==> src/rtl/lcd_pkg.sv <==
// Shared types and constants for the LCD nibble sequencer.
// Holds the FSM state encoding and the long-settle command bytes.
package lcd_pkg;

  typedef enum logic [2:0] {
    IDLE,
    SETUP,
    STRB,
    HOLD,
    WAIT
  } lcd_state_t;

  localparam logic [7:0] LCD_CMD_CLR  = 8'h01;
  localparam logic [7:0] LCD_CMD_HOME = 8'h02;

endpackage

==> src/rtl/lcd_tick_gen.sv <==
// Tick divider: one-cycle tick_o each time the count reaches DIV-1.
// Ports: clk_i, rst_i (async, high), restart_i (sync clear), tick_o.
module lcd_tick_gen #(
  parameter int DIV = 4
) (
  input  logic clk_i,
  input  logic rst_i,
  input  logic restart_i,
  output logic tick_o
);

  localparam int W = (DIV > 1) ? $clog2(DIV) : 1;
  localparam logic [W-1:0] LAST = W'(DIV - 1);

  logic [W-1:0] cnt;

  always_ff @(posedge clk_i or posedge rst_i) begin
    if (rst_i) begin
      cnt <= '0;
    end else if (restart_i || cnt == LAST) begin
      cnt <= '0;
    end else begin
      cnt <= cnt + W'(1);
    end
  end

  // A restart cycle never produces a tick, so each phase is a full DIV.
  assign tick_o = (cnt == LAST) && !restart_i;

endmodule

==> src/rtl/lcd_nib_seq.sv <==
// Pops {rsn, byte} words from the LCD FIFO and writes them to HD44780
// pins as two nibbles (high first) with setup/strobe/hold/settle timing.
// Ports: clk_i, rst_i (async, high); FIFO side rsn_i, data_i, rd_rdy_i,
// rd_o; pin side lcd_rs_o, lcd_data_o, lcd_e_o; status busy_o.
// Optional macro LCD_LONG_CMD_EN: clear/home commands settle LONG_TICKS.
module lcd_nib_seq
  import lcd_pkg::*;
#(
  parameter int LCD_W      = 4,
  parameter int CLK_HZ     = 160_000_000,
  parameter int LCD_HZ     = 1_000_000,
  parameter int WAIT_TICKS = 40,
  parameter int LONG_TICKS = 1600
) (
  input  logic               clk_i,
  input  logic               rst_i,
  input  logic               rsn_i,
  input  logic [2*LCD_W-1:0] data_i,
  input  logic               rd_rdy_i,
  output logic               rd_o,
  output logic               lcd_rs_o,
  output logic [LCD_W-1:0]   lcd_data_o,
  output logic               lcd_e_o,
  output logic               busy_o
);

  localparam int TICK_DIV = CLK_HZ / LCD_HZ;
  localparam int WMAX =
    (WAIT_TICKS > LONG_TICKS) ? WAIT_TICKS : LONG_TICKS;
  localparam int WW = $clog2(WMAX + 1);
  localparam logic [WW-1:0] WAIT_LAST = WW'(WAIT_TICKS - 1);

  lcd_state_t state, state_n;

  logic             hi, hi_n;
  logic [LCD_W-1:0] lo_q;
  logic [WW-1:0]    wcnt, wcnt_n;
  logic [WW-1:0]    wlast;
  logic             tick;
  logic             pop;
  logic             rs_n;
  logic             e_n;
  logic [LCD_W-1:0] data_n;

`ifdef LCD_LONG_CMD_EN
  localparam logic [WW-1:0] LONG_LAST = WW'(LONG_TICKS - 1);
  localparam logic [2*LCD_W-1:0] CLR_W = (2*LCD_W)'(LCD_CMD_CLR);
  localparam logic [2*LCD_W-1:0] HOME_W = (2*LCD_W)'(LCD_CMD_HOME);

  logic long_q;

  always_ff @(posedge clk_i or posedge rst_i) begin
    if (rst_i) begin
      long_q <= 1'b0;
    end else if (pop) begin
      long_q <= rsn_i && (data_i == CLR_W || data_i == HOME_W);
    end
  end

  assign wlast = long_q ? LONG_LAST : WAIT_LAST;
`else
  assign wlast = WAIT_LAST;
`endif

  // Pop is a combinational grant from IDLE; reset blocks it outright.
  assign pop    = (state == IDLE) && rd_rdy_i && !rst_i;
  assign rd_o   = pop;
  assign busy_o = (state != IDLE);

  lcd_tick_gen #(
    .DIV(TICK_DIV)
  ) u_tick (
    .clk_i    (clk_i),
    .rst_i    (rst_i),
    .restart_i(pop),
    .tick_o   (tick)
  );

  always_comb begin
    state_n = state;
    hi_n    = hi;
    wcnt_n  = wcnt;
    rs_n    = lcd_rs_o;
    data_n  = lcd_data_o;
    unique case (state)
      IDLE: begin
        if (pop) begin
          state_n = SETUP;
          hi_n    = 1'b1;
          rs_n    = ~rsn_i;
          data_n  = data_i[2*LCD_W-1:LCD_W];
        end
      end
      SETUP: if (tick) state_n = STRB;
      STRB:  if (tick) state_n = HOLD;
      HOLD: begin
        if (tick) begin
          if (hi) begin
            state_n = SETUP;
            hi_n    = 1'b0;
            data_n  = lo_q;
          end else begin
            state_n = WAIT;
            wcnt_n  = '0;
          end
        end
      end
      WAIT: begin
        if (tick) begin
          if (wcnt == wlast) begin
            state_n = IDLE;
          end else begin
            wcnt_n = wcnt + WW'(1);
          end
        end
      end
      default: state_n = IDLE;
    endcase
    // E is registered off the next state so it is high exactly in STRB.
    e_n = (state_n == STRB);
  end

  always_ff @(posedge clk_i or posedge rst_i) begin
    if (rst_i) begin
      state      <= IDLE;
      hi         <= 1'b1;
      wcnt       <= '0;
      lo_q       <= '0;
      lcd_rs_o   <= 1'b0;
      lcd_data_o <= '0;
      lcd_e_o    <= 1'b0;
    end else begin
      state      <= state_n;
      hi         <= hi_n;
      wcnt       <= wcnt_n;
      lcd_rs_o   <= rs_n;
      lcd_data_o <= data_n;
      lcd_e_o    <= e_n;
      if (pop) begin
        lo_q <= data_i[LCD_W-1:0];
      end
    end
  end

endmodule

==> config.mk <==
export PLATFORM = sky130hd
export DESIGN_NAME = lcd_nib_seq
export DESIGN_NICKNAME = d
export VERILOG_FILES = /design/src/rtl/lcd_pkg.sv /design/src/rtl/lcd_tick_gen.sv /design/src/rtl/lcd_nib_seq.sv
export SDC_FILE = /design/constraint.sdc
export NUM_CORES = 1
export LEC_CHECK = 0
export ABC_AREA = 1
export CAP_MARGIN = 0
export CORE_ASPECT_RATIO = 1.4
export CORE_MARGIN = 3
export CORE_UTILIZATION = 30
export DETAILED_ROUTE_END_ITERATION = 16
export HOLD_SLACK_MARGIN = 0.03
export SETUP_SLACK_MARGIN = 0.05
export SKIP_LAST_GASP = 1
export SLEW_MARGIN = 10
export SYNTH_ARGS = -nofsm -noshare
export SYNTH_HDL_FRONTEND = slang
export SYNTH_SLANG_ARGS = --single-unit
==> constraint.sdc <==
create_clock -name clk_i -period 4.7 [get_ports clk_i]
set_clock_uncertainty 0.1 [all_clocks]
set_input_delay 0.94 -clock clk_i [delete_from_list [all_inputs] [get_ports clk_i]]
set_output_delay 0.94 -clock clk_i [all_outputs]
set_load 0.005 [all_outputs]
==> flow_summary.ini, run 1 <==
[drt]
drtAntennaViolNets = 0
wl_met2_um = 2120
drtPass1Iterations = 4
wl_met3_um = 103
dr_total_vias = 1657
routedWlPerCell_um = 11.9
wl_um = 4110
drc = 0
top_layer_used = met4
wl_met1_um = 1800
vias_per_cell = 4.79
drt_iter0_markers = 66

[final_layout]
insertedDiodeCount = 0
seqCellArea_sq_um = 827
fin_area_sq_mm = 0.00230
nNetsFinal = 289
final_common_cell = nand2_1
drive_gt1_share_pct = 12.0
area_growth_pct = 19.6
multi_input_area_sq_um = 975
final_cell_mix = nand2_1, dfrtp_1, nor2_1, nand3_1, inv_1
post-route-util_pct = 38.2
stdcell_count = 346
fill_cells = 626

[clock_network]
root_buffer = clkbuf_8
htree_levels = 2
hold_buffers = 0
clockBufferDepth = 2
clock-sinks = 33
cts-resized-gates = 0
cts_tree = done
cts_setup_buffers = 0
clk_latency_ns = 0.28
clkTransAtPathRegs_ns = 0.07
numCtsBuffers = 5

[global_route]
antenna_found_initial = 0
grt_max_degree = 35
grt_pass1_wl_um = 7260
grt_pass1_vias = 1690
track_usage_pct = 12.3
grt_overflow = 0

[worst_setup_path]
regToRegStartpoint = state[0]
cp-start-kind = primary input
path_cells = clkdlybuf4s50_1 > nand2_1 > nor2_4 > clkdlybuf4s50_1
slowest_delay_ns = 0.55
r2r_slack_ns = 2.70
crit_required_ns = 3.66
worstPathArrival_ns = 2.32
end_kind = primary output
worstSetupPathType = primary input to primary output
cpMaxStageDelayCell = clkdlybuf4s50_1
critPathMostFrequentCell = clkdlybuf4s50_1
timing.rr.end = wcnt[2]
reg2reg_depth = 7
path_max_fanout = 8

[synthesis]
syn_inst = 251
yosysWarnings = 0
ys_seq_area_share_pct = 42.9
synth.distinct_cells = 29
synthesis.nets = 265
avgSynthCellArea_sq_um = 7.68
syn-cell-area_sq_mm = 0.00193
synth_seq_cells = 33

[worst_hold_path]
hold_depth = 1
hp-class = register to register
min_from = u_tick.cnt[0]
hold_path_end = u_tick.cnt[0]

[place]
port_buffers = 19
placed_cells_incl_taps = 338
gp_congestion = 0.854
placed_cell_area_sq_mm = 0.00219
dp_hpwl_um = 2980
dpl_worst_slack_ns = 1.33

[timing]
hold-worst-slack_ns = 0.365
relSlewSlack_pct = 67.9
drv_slew = 0
fmax_mhz = 298
hold_viol = 0
tns_ns = 0
setup_viol = 0
setup_ws_ns = 1.34
tightest_slew_ns = 0.480
fin_crit_ns = 3.36
period_share_pct = 71.5
rsz0062_at_grt = no

[power_and_ir_drop]
peakVddDrop_v = 0.000277
leakagePower_nw = 1.10
total_power_mw = 0.887
powerDensity_mw_per_mm2 = 385

[die]
die_h_um = 101
placement_rows = 33
die_area_sq_mm = 0.00743
core_sq_mm = 0.00603
die_width_um = 73.7
start_util_pct = 32.0
io_pins = 20

[flow_run]
drv_cap = 0

[outcome]
status = complete, no violations
## logic make-up after synthesis
| family | Yosys count | synth area share [%] |
|---|---|---|
| and+or+nand+nor | 164 | 41.6 |
| DFF | 33 | 42.9 |
| buffers and inverters | 30 | 6.49 |
| AOI/OAI and AO/OA | 15 | 4.29 |
| muxes | 4 | 2.08 |
| xor gates and xnor gates | 3 | 1.36 |
| adders and majority gates | 2 | 1.30 |
## area by class of cell
cell class	instances	share of cell area [%]
multi-input cells	188	42.3
flip-flops and latches	33	35.9
repair buffers	20	8.58
inverters	27	4.40
well taps	70	3.80
clock buffers	7	3.75
clock inverters	1	1.30
## Yosys cell counts
| cell | count | area, sq um |
|---|---|---|
| nand3_2 | 2 | 20.0 |
| o22ai_2 | 1 | 12.5 |
| nand3_1 | 25 | 125 |
| or2_2 | 2 | 12.5 |
| nand3b_1 | 1 | 7.51 |
| dfstp_2 | 1 | 26.3 |
| xor2_1 | 3 | 26.3 |
| inv_2 | 3 | 11.3 |
| nand2_1 | 77 | 289 |
| buf_2 | 1 | 5.00 |
| o21ai_0 | 8 | 40.0 |
| dfrtp_1 | 32 | 801 |
| ha_1 | 2 | 25.0 |
| buf_6 | 1 | 11.3 |
| nor2_8 | 1 | 20.0 |
| nor2_2 | 1 | 6.26 |
| nand4_1 | 6 | 37.5 |
| a21oi_1 | 6 | 30.0 |
| nor2_4 | 4 | 45.0 |
| nand2_2 | 6 | 37.5 |
| nand3_4 | 1 | 17.5 |
| buf_4 | 1 | 7.51 |
| mux2i_1 | 4 | 40.0 |
| inv_1 | 24 | 90.1 |
| nor3_1 | 3 | 15.0 |
| nor2_1 | 28 | 105 |
| nor3b_1 | 4 | 30.0 |
| nand2_4 | 2 | 22.5 |
| nor3_2 | 1 | 10.0 |
## where the power goes
group          switching, mW  internal [mW]  total, mW
registers             0.0559          0.353      0.409
clock network          0.104          0.173      0.277
logic                 0.0961          0.104      0.201
total                  0.256          0.631      0.887
## per-layer routing
| metal | track usage (%) | vias up |
|---|---|---|
| li1 | - | 847 |
| met1 | 14.6 | 775 |
| met2 | 21.4 | 28 |
| met3 | 2.10 | 7 |
| met4 | 5.02 | 0 |
| met5 | 0 | - |
## state kept, by name, summed over array words and instances, names as in the netlist
| name | flops |
|---|---|
| lcd_data_o | 4 |
| state | 3 |
| lo_q | 4 |
| lcd_rs_o | 1 |
| u_tick.cnt | 8 |
| wcnt | 11 |
| lcd_e_o | 1 |
| hi | 1 |
## worst max-delay path: cells and delay by family
family / cells / cell delay (ns)
buffers and inverters: 2 / 1.05
and+or+nand+nor: 2 / 0.33
## worst max-delay path by stage
stage | slack (ns) | from | endpoint
finish | 1.34 | rd_rdy_i | rd_o
global placement | 1.33 | rd_rdy_i | rd_o
CTS | 1.32 | rd_rdy_i | rd_o
detailed placement | 1.33 | rd_rdy_i | rd_o
global route | 1.24 | rd_rdy_i | rd_o
floorplan | 1.53 | rst_i | rd_o
Note: power is estimated with default switching activity, not from simulation.
==> inputs of run 2 (changes only) <==
==> constraint.sdc (replaced) <==
create_clock -name clk_i -period 3.3 [get_ports clk_i]
set_clock_uncertainty 0.1 [all_clocks]
set_input_delay 0.66 -clock clk_i [delete_from_list [all_inputs] [get_ports clk_i]]
set_output_delay 0.66 -clock clk_i [all_outputs]
set_load 0.005 [all_outputs]
==> flow_summary.ini, run 2 (synthesized netlist as in run 1, its figures left out) <==
[global_route]
antenna_found_initial = 0
grt_max_degree = 35
track_usage_pct = 11.9
grt_overflow = 0
grt_pass1_wl_um = 7090
grt_pass1_vias = 1608

[die]
io_pins = 20
die_width_um = 73.7
die_area_sq_mm = 0.00743
placement_rows = 33
die_h_um = 101
core_sq_mm = 0.00603
start_util_pct = 32.0

[clock_network]
root_buffer = clkbuf_8
cts_setup_buffers = 0
cts_tree = done
clk_latency_ns = 0.28
clkTransAtPathRegs_ns = 0.06
clock-sinks = 33
numCtsBuffers = 5
cts-resized-gates = 0
htree_levels = 2
hold_buffers = 0
clockBufferDepth = 2

[power_and_ir_drop]
leakagePower_nw = 1.10
peakVddDrop_v = 0.000333
clockPowerShare_pct = 27.4
powerDensity_mw_per_mm2 = 522
p_int_mw = 0.842
seqPwrFrac_pct = 48.6
total_power_mw = 1.20
power.switching_mw = 0.358
switching_share_pct = 29.8
combPwrFrac_pct = 24.1

[drt]
vias_per_cell = 4.68
wl_um = 3930
routedWlPerCell_um = 11.3
drtPass1Iterations = 4
drc = 0
drtAntennaViolNets = 0
drt_iter0_markers = 84
dr_total_vias = 1623

[worst_hold_path]
min_from = u_tick.cnt[0]
hp-class = register to register
hold_depth = 1
hold_path_end = u_tick.cnt[0]

[final_layout]
final_common_cell = nand2_1
area_growth_pct = 19.2
largest_reg_flops = 11
nNetsFinal = 290
stdcell_count = 347
fin_area_sq_mm = 0.00230
fill_cells = 640
largest-register = wcnt
top_regs = wcnt: 11 flops, u_tick.cnt: 8 flops
insertedDiodeCount = 0
post-route-util_pct = 38.1
final_cell_mix = nand2_1, dfrtp_1, nor2_1, nand3_1, inv_1
drive_gt1_share_pct = 12.6

[timing]
hold-worst-slack_ns = 0.360
relSlewSlack_pct = 70.9
tns_ns = 0
tightest_slew_ns = 0.437
period_share_pct = 84.8
setup_viol = 0
fin_crit_ns = 2.80
setup_ws_ns = 0.503
drv_slew = 0
rsz0062_at_grt = no
fmax_mhz = 358
hold_viol = 0

[outcome]
status = complete, no violations

[worst_setup_path]
reg2reg_depth = 10
regToRegStartpoint = u_tick.cnt[0]
path_max_fanout = 8
crit_required_ns = 2.54
r2r_slack_ns = 1.52
timing.rr.end = wcnt[8]
end_kind = primary output
worstPathArrival_ns = 2.04
worstSetupPathType = primary input to primary output
cp-start-kind = primary input

[place]
port_buffers = 19
gp_congestion = 0.830
placed_cell_area_sq_mm = 0.00220
dpl_worst_slack_ns = 0.502
dp_hpwl_um = 3000
placed_cells_incl_taps = 339

[flow_run]
drv_cap = 0
[run 2: cell types whose count changed in the layout (fill, tap and decap cells not counted)]
| cell | change |
|---|---|
| clkinv_2 | +1 |
| clkbuf_8 | +1 |
| bufinv_16 | -1 |
| buf_4 | +1 |
| clkbuf_1 | -1 |
[run 2: final cells by class]
| cell class | instances | area, sq um | area share, % |
|---|---|---|---|
| repair buffers | 21 | 205 | 8.93 |
| multi-input cells | 188 | 975 | 42.4 |
| clock buffers | 7 | 96.3 | 4.19 |
| inverters | 27 | 101 | 4.41 |
| flip-flops and latches | 33 | 827 | 36.0 |
| well taps | 70 | 87.6 | 3.81 |
| clock inverters | 1 | 5.00 | 0.218 |
[run 2: worst max-delay path by stage]
stage / startpoint / to / depth (start not counted)
final: rst_i / rd_o / 5
after floorplan: rst_i / rd_o / 3
after global placement: rst_i / rd_o / 5
after CTS: rst_i / rd_o / 5
after detailed placement: rst_i / rd_o / 5
after global routing: rst_i / rd_o / 5
[run 2: critical path, stage by stage]
cell and delay (ns):
clkdlybuf4s50_1 0.40, inv_1 0.10, nand2_1 0.09, nor2_4 0.23, clkdlybuf4s50_1 0.55
[run 2: routing by layer]
metal / wire length [um] / global-route usage (%) / vias to the layer above
met2: 2000 / 20.6 / 15
li1: - / - / 851
met5: 0 / 0 / -
met3: 87 / 2.59 / 6
met1: 1780 / 14.2 / 751
met4: 62 / 4.46 / 0
[run 2: power groups by stage]
stage	sequential [mW]	clock (mW)	combinational [mW]
6_report	0.582	0.328	0.289
5_1_grt	0.594	0.359	0.334
4_1_cts	0.582	0.343	0.295
3_5_place_dp	0.590	0	0.294
3_3_place_gp	0.586	0	0.288
2_1_floorplan	0.574	0	0.175
==> inputs of run 3 (changes only) <==
==> constraint.sdc (replaced) <==
create_clock -name clk_i -period 2.9 [get_ports clk_i]
set_clock_uncertainty 0.1 [all_clocks]
set_input_delay 0.58 -clock clk_i [delete_from_list [all_inputs] [get_ports clk_i]]
set_output_delay 0.58 -clock clk_i [all_outputs]
set_load 0.005 [all_outputs]
==> flow_summary.ini, run 3 (synthesized netlist as in run 1, its figures left out) <==
[global_route]
met3_usage_pct = 2.89
grt_busiest_layer = met2
grt_pass1_wl_um = 7240
grt_max_degree = 34
track_usage_pct = 12.4
use_met2_pct = 21.7
grt_overflow = 0
antenna_found_initial = 0
grt_pass1_vias = 1649
grt_use_met1_pct = 14.5

[drt]
drtAntennaViolNets = 0
dr_total_vias = 1628
drtPass1Iterations = 4
routedWlPerCell_um = 11.5
wl_um = 3990
drc = 0
vias_per_cell = 4.69
drt_iter0_markers = 65

[worst_setup_path]
cp-endpoint = rd_o
r2r_slack_ns = 1.09
path_max_fanout = 3
end_kind = primary output
timing.rr.end = wcnt[2]
worstPathArrival_ns = 1.84
crit_required_ns = 2.22
reg2reg_depth = 10
crit_start = rst_i
regToRegStartpoint = u_tick.cnt[0]
cp-start-kind = primary input
worstSetupPathType = primary input to primary output

[clock_network]
root_buffer = clkbuf_8
clock-sinks = 33
hold_buffers = 0
cts_tree = done
numCtsBuffers = 5
cts-resized-gates = 0
htree_levels = 2
clockBufferDepth = 2
cts_setup_buffers = 0
clk_latency_ns = 0.28
clkTransAtPathRegs_ns = 0.06

[die]
die_h_um = 101
start_util_pct = 32.0
io_pins = 20
die_width_um = 73.7
die_area_sq_mm = 0.00743
core_sq_mm = 0.00603
placement_rows = 33

[final_layout]
fin_area_sq_mm = 0.00229
fill_cells = 657
largest-register = wcnt
largest_reg_flops = 11
final_cell_mix = nand2_1, dfrtp_1, nor2_1, nand3_1, inv_1
top_regs = wcnt: 11 flops, u_tick.cnt: 8 flops
area_growth_pct = 18.8
insertedDiodeCount = 0
nNetsFinal = 291
drive_gt1_share_pct = 12.3
stdcell_count = 347
final_common_cell = nand2_1

[place]
placed_cells_incl_taps = 340
gp_congestion = 0.821
dp_hpwl_um = 3030
port_buffers = 19
placed_cell_area_sq_mm = 0.00220
dpl_worst_slack_ns = 0.353

[timing]
rsz0062_at_grt = no
fmax_mhz = 397
tightest_slew_ns = 0.435
setup_ws_ns = 0.379
fin_crit_ns = 2.52
relSlewSlack_pct = 71.0
setup_viol = 0
hold-worst-slack_ns = 0.361
drv_slew = 0
tns_ns = 0
period_share_pct = 86.9
hold_viol = 0

[power_and_ir_drop]
combPwrFrac_pct = 24.8
p_int_mw = 0.934
peakVddDrop_v = 0.000405
power.switching_mw = 0.402
seqPwrFrac_pct = 49.4
leakagePower_nw = 1.09
powerDensity_mw_per_mm2 = 583
switching_share_pct = 30.1
clockPowerShare_pct = 25.8

[worst_hold_path]
hp-class = register to register

[flow_run]
drv_cap = 0

[outcome]
status = complete, no violations
## run 3: cell type report
class / count / area [sq um] / area share, %
Clock buffer: 7 / 86.3 / 3.77
Inverter: 27 / 101 / 4.43
Multi-Input combinational cell: 188 / 975 / 42.6
Sequential cell: 33 / 827 / 36.1
Tap cell: 70 / 87.6 / 3.83
Timing Repair Buffer: 22 / 213 / 9.29
## run 3: worst max-delay path, stage by stage
cell and delay, ns:
clkdlybuf4s50_1 0.40, inv_1 0.12, nand2_1 0.11, nor2_4 0.12, clkdlybuf4s50_1 0.50
## run 3: power groups by stage
stage / registers, mW / clock network (mW) / logic (mW)
finish: 0.660 / 0.344 / 0.331
global placement: 0.667 / 0 / 0.329
floorplan: 0.654 / 0 / 0.199
detailed placement: 0.669 / 0 / 0.341
CTS: 0.663 / 0.361 / 0.341
global route: 0.680 / 0.377 / 0.381
## run 3: through the flow
stage	power, mW	util (%)
after global routing	1.44	38.0
after global placement	0.996	36.6
final	1.34	38.0
after detailed placement	1.01	36.6
after CTS	1.37	38.0
after floorplan	0.853	-
## run 3: metal layers
| metal | vias to the layer above | routed length [um] |
|---|---|---|
| li1 | 849 | - |
| met1 | 761 | 1710 |
| met2 | 13 | 2120 |
| met3 | 5 | 91 |
| met4 | 0 | 66 |
| met5 | - | 0 |
## run 3: worst min path at each step
stage             startpoint  cells after the start  slack (ns)       endpoint
5_1_grt        u_tick.cnt[0]                      1        0.41  u_tick.cnt[0]
2_1_floorplan  u_tick.cnt[0]                      1        0.33  u_tick.cnt[0]
6_report       u_tick.cnt[0]                      1        0.36  u_tick.cnt[0]
4_1_cts        u_tick.cnt[0]                      1        0.37  u_tick.cnt[0]
3_5_place_dp   u_tick.cnt[0]                      1        0.36  u_tick.cnt[0]
3_3_place_gp   u_tick.cnt[0]                      1        0.35  u_tick.cnt[0]
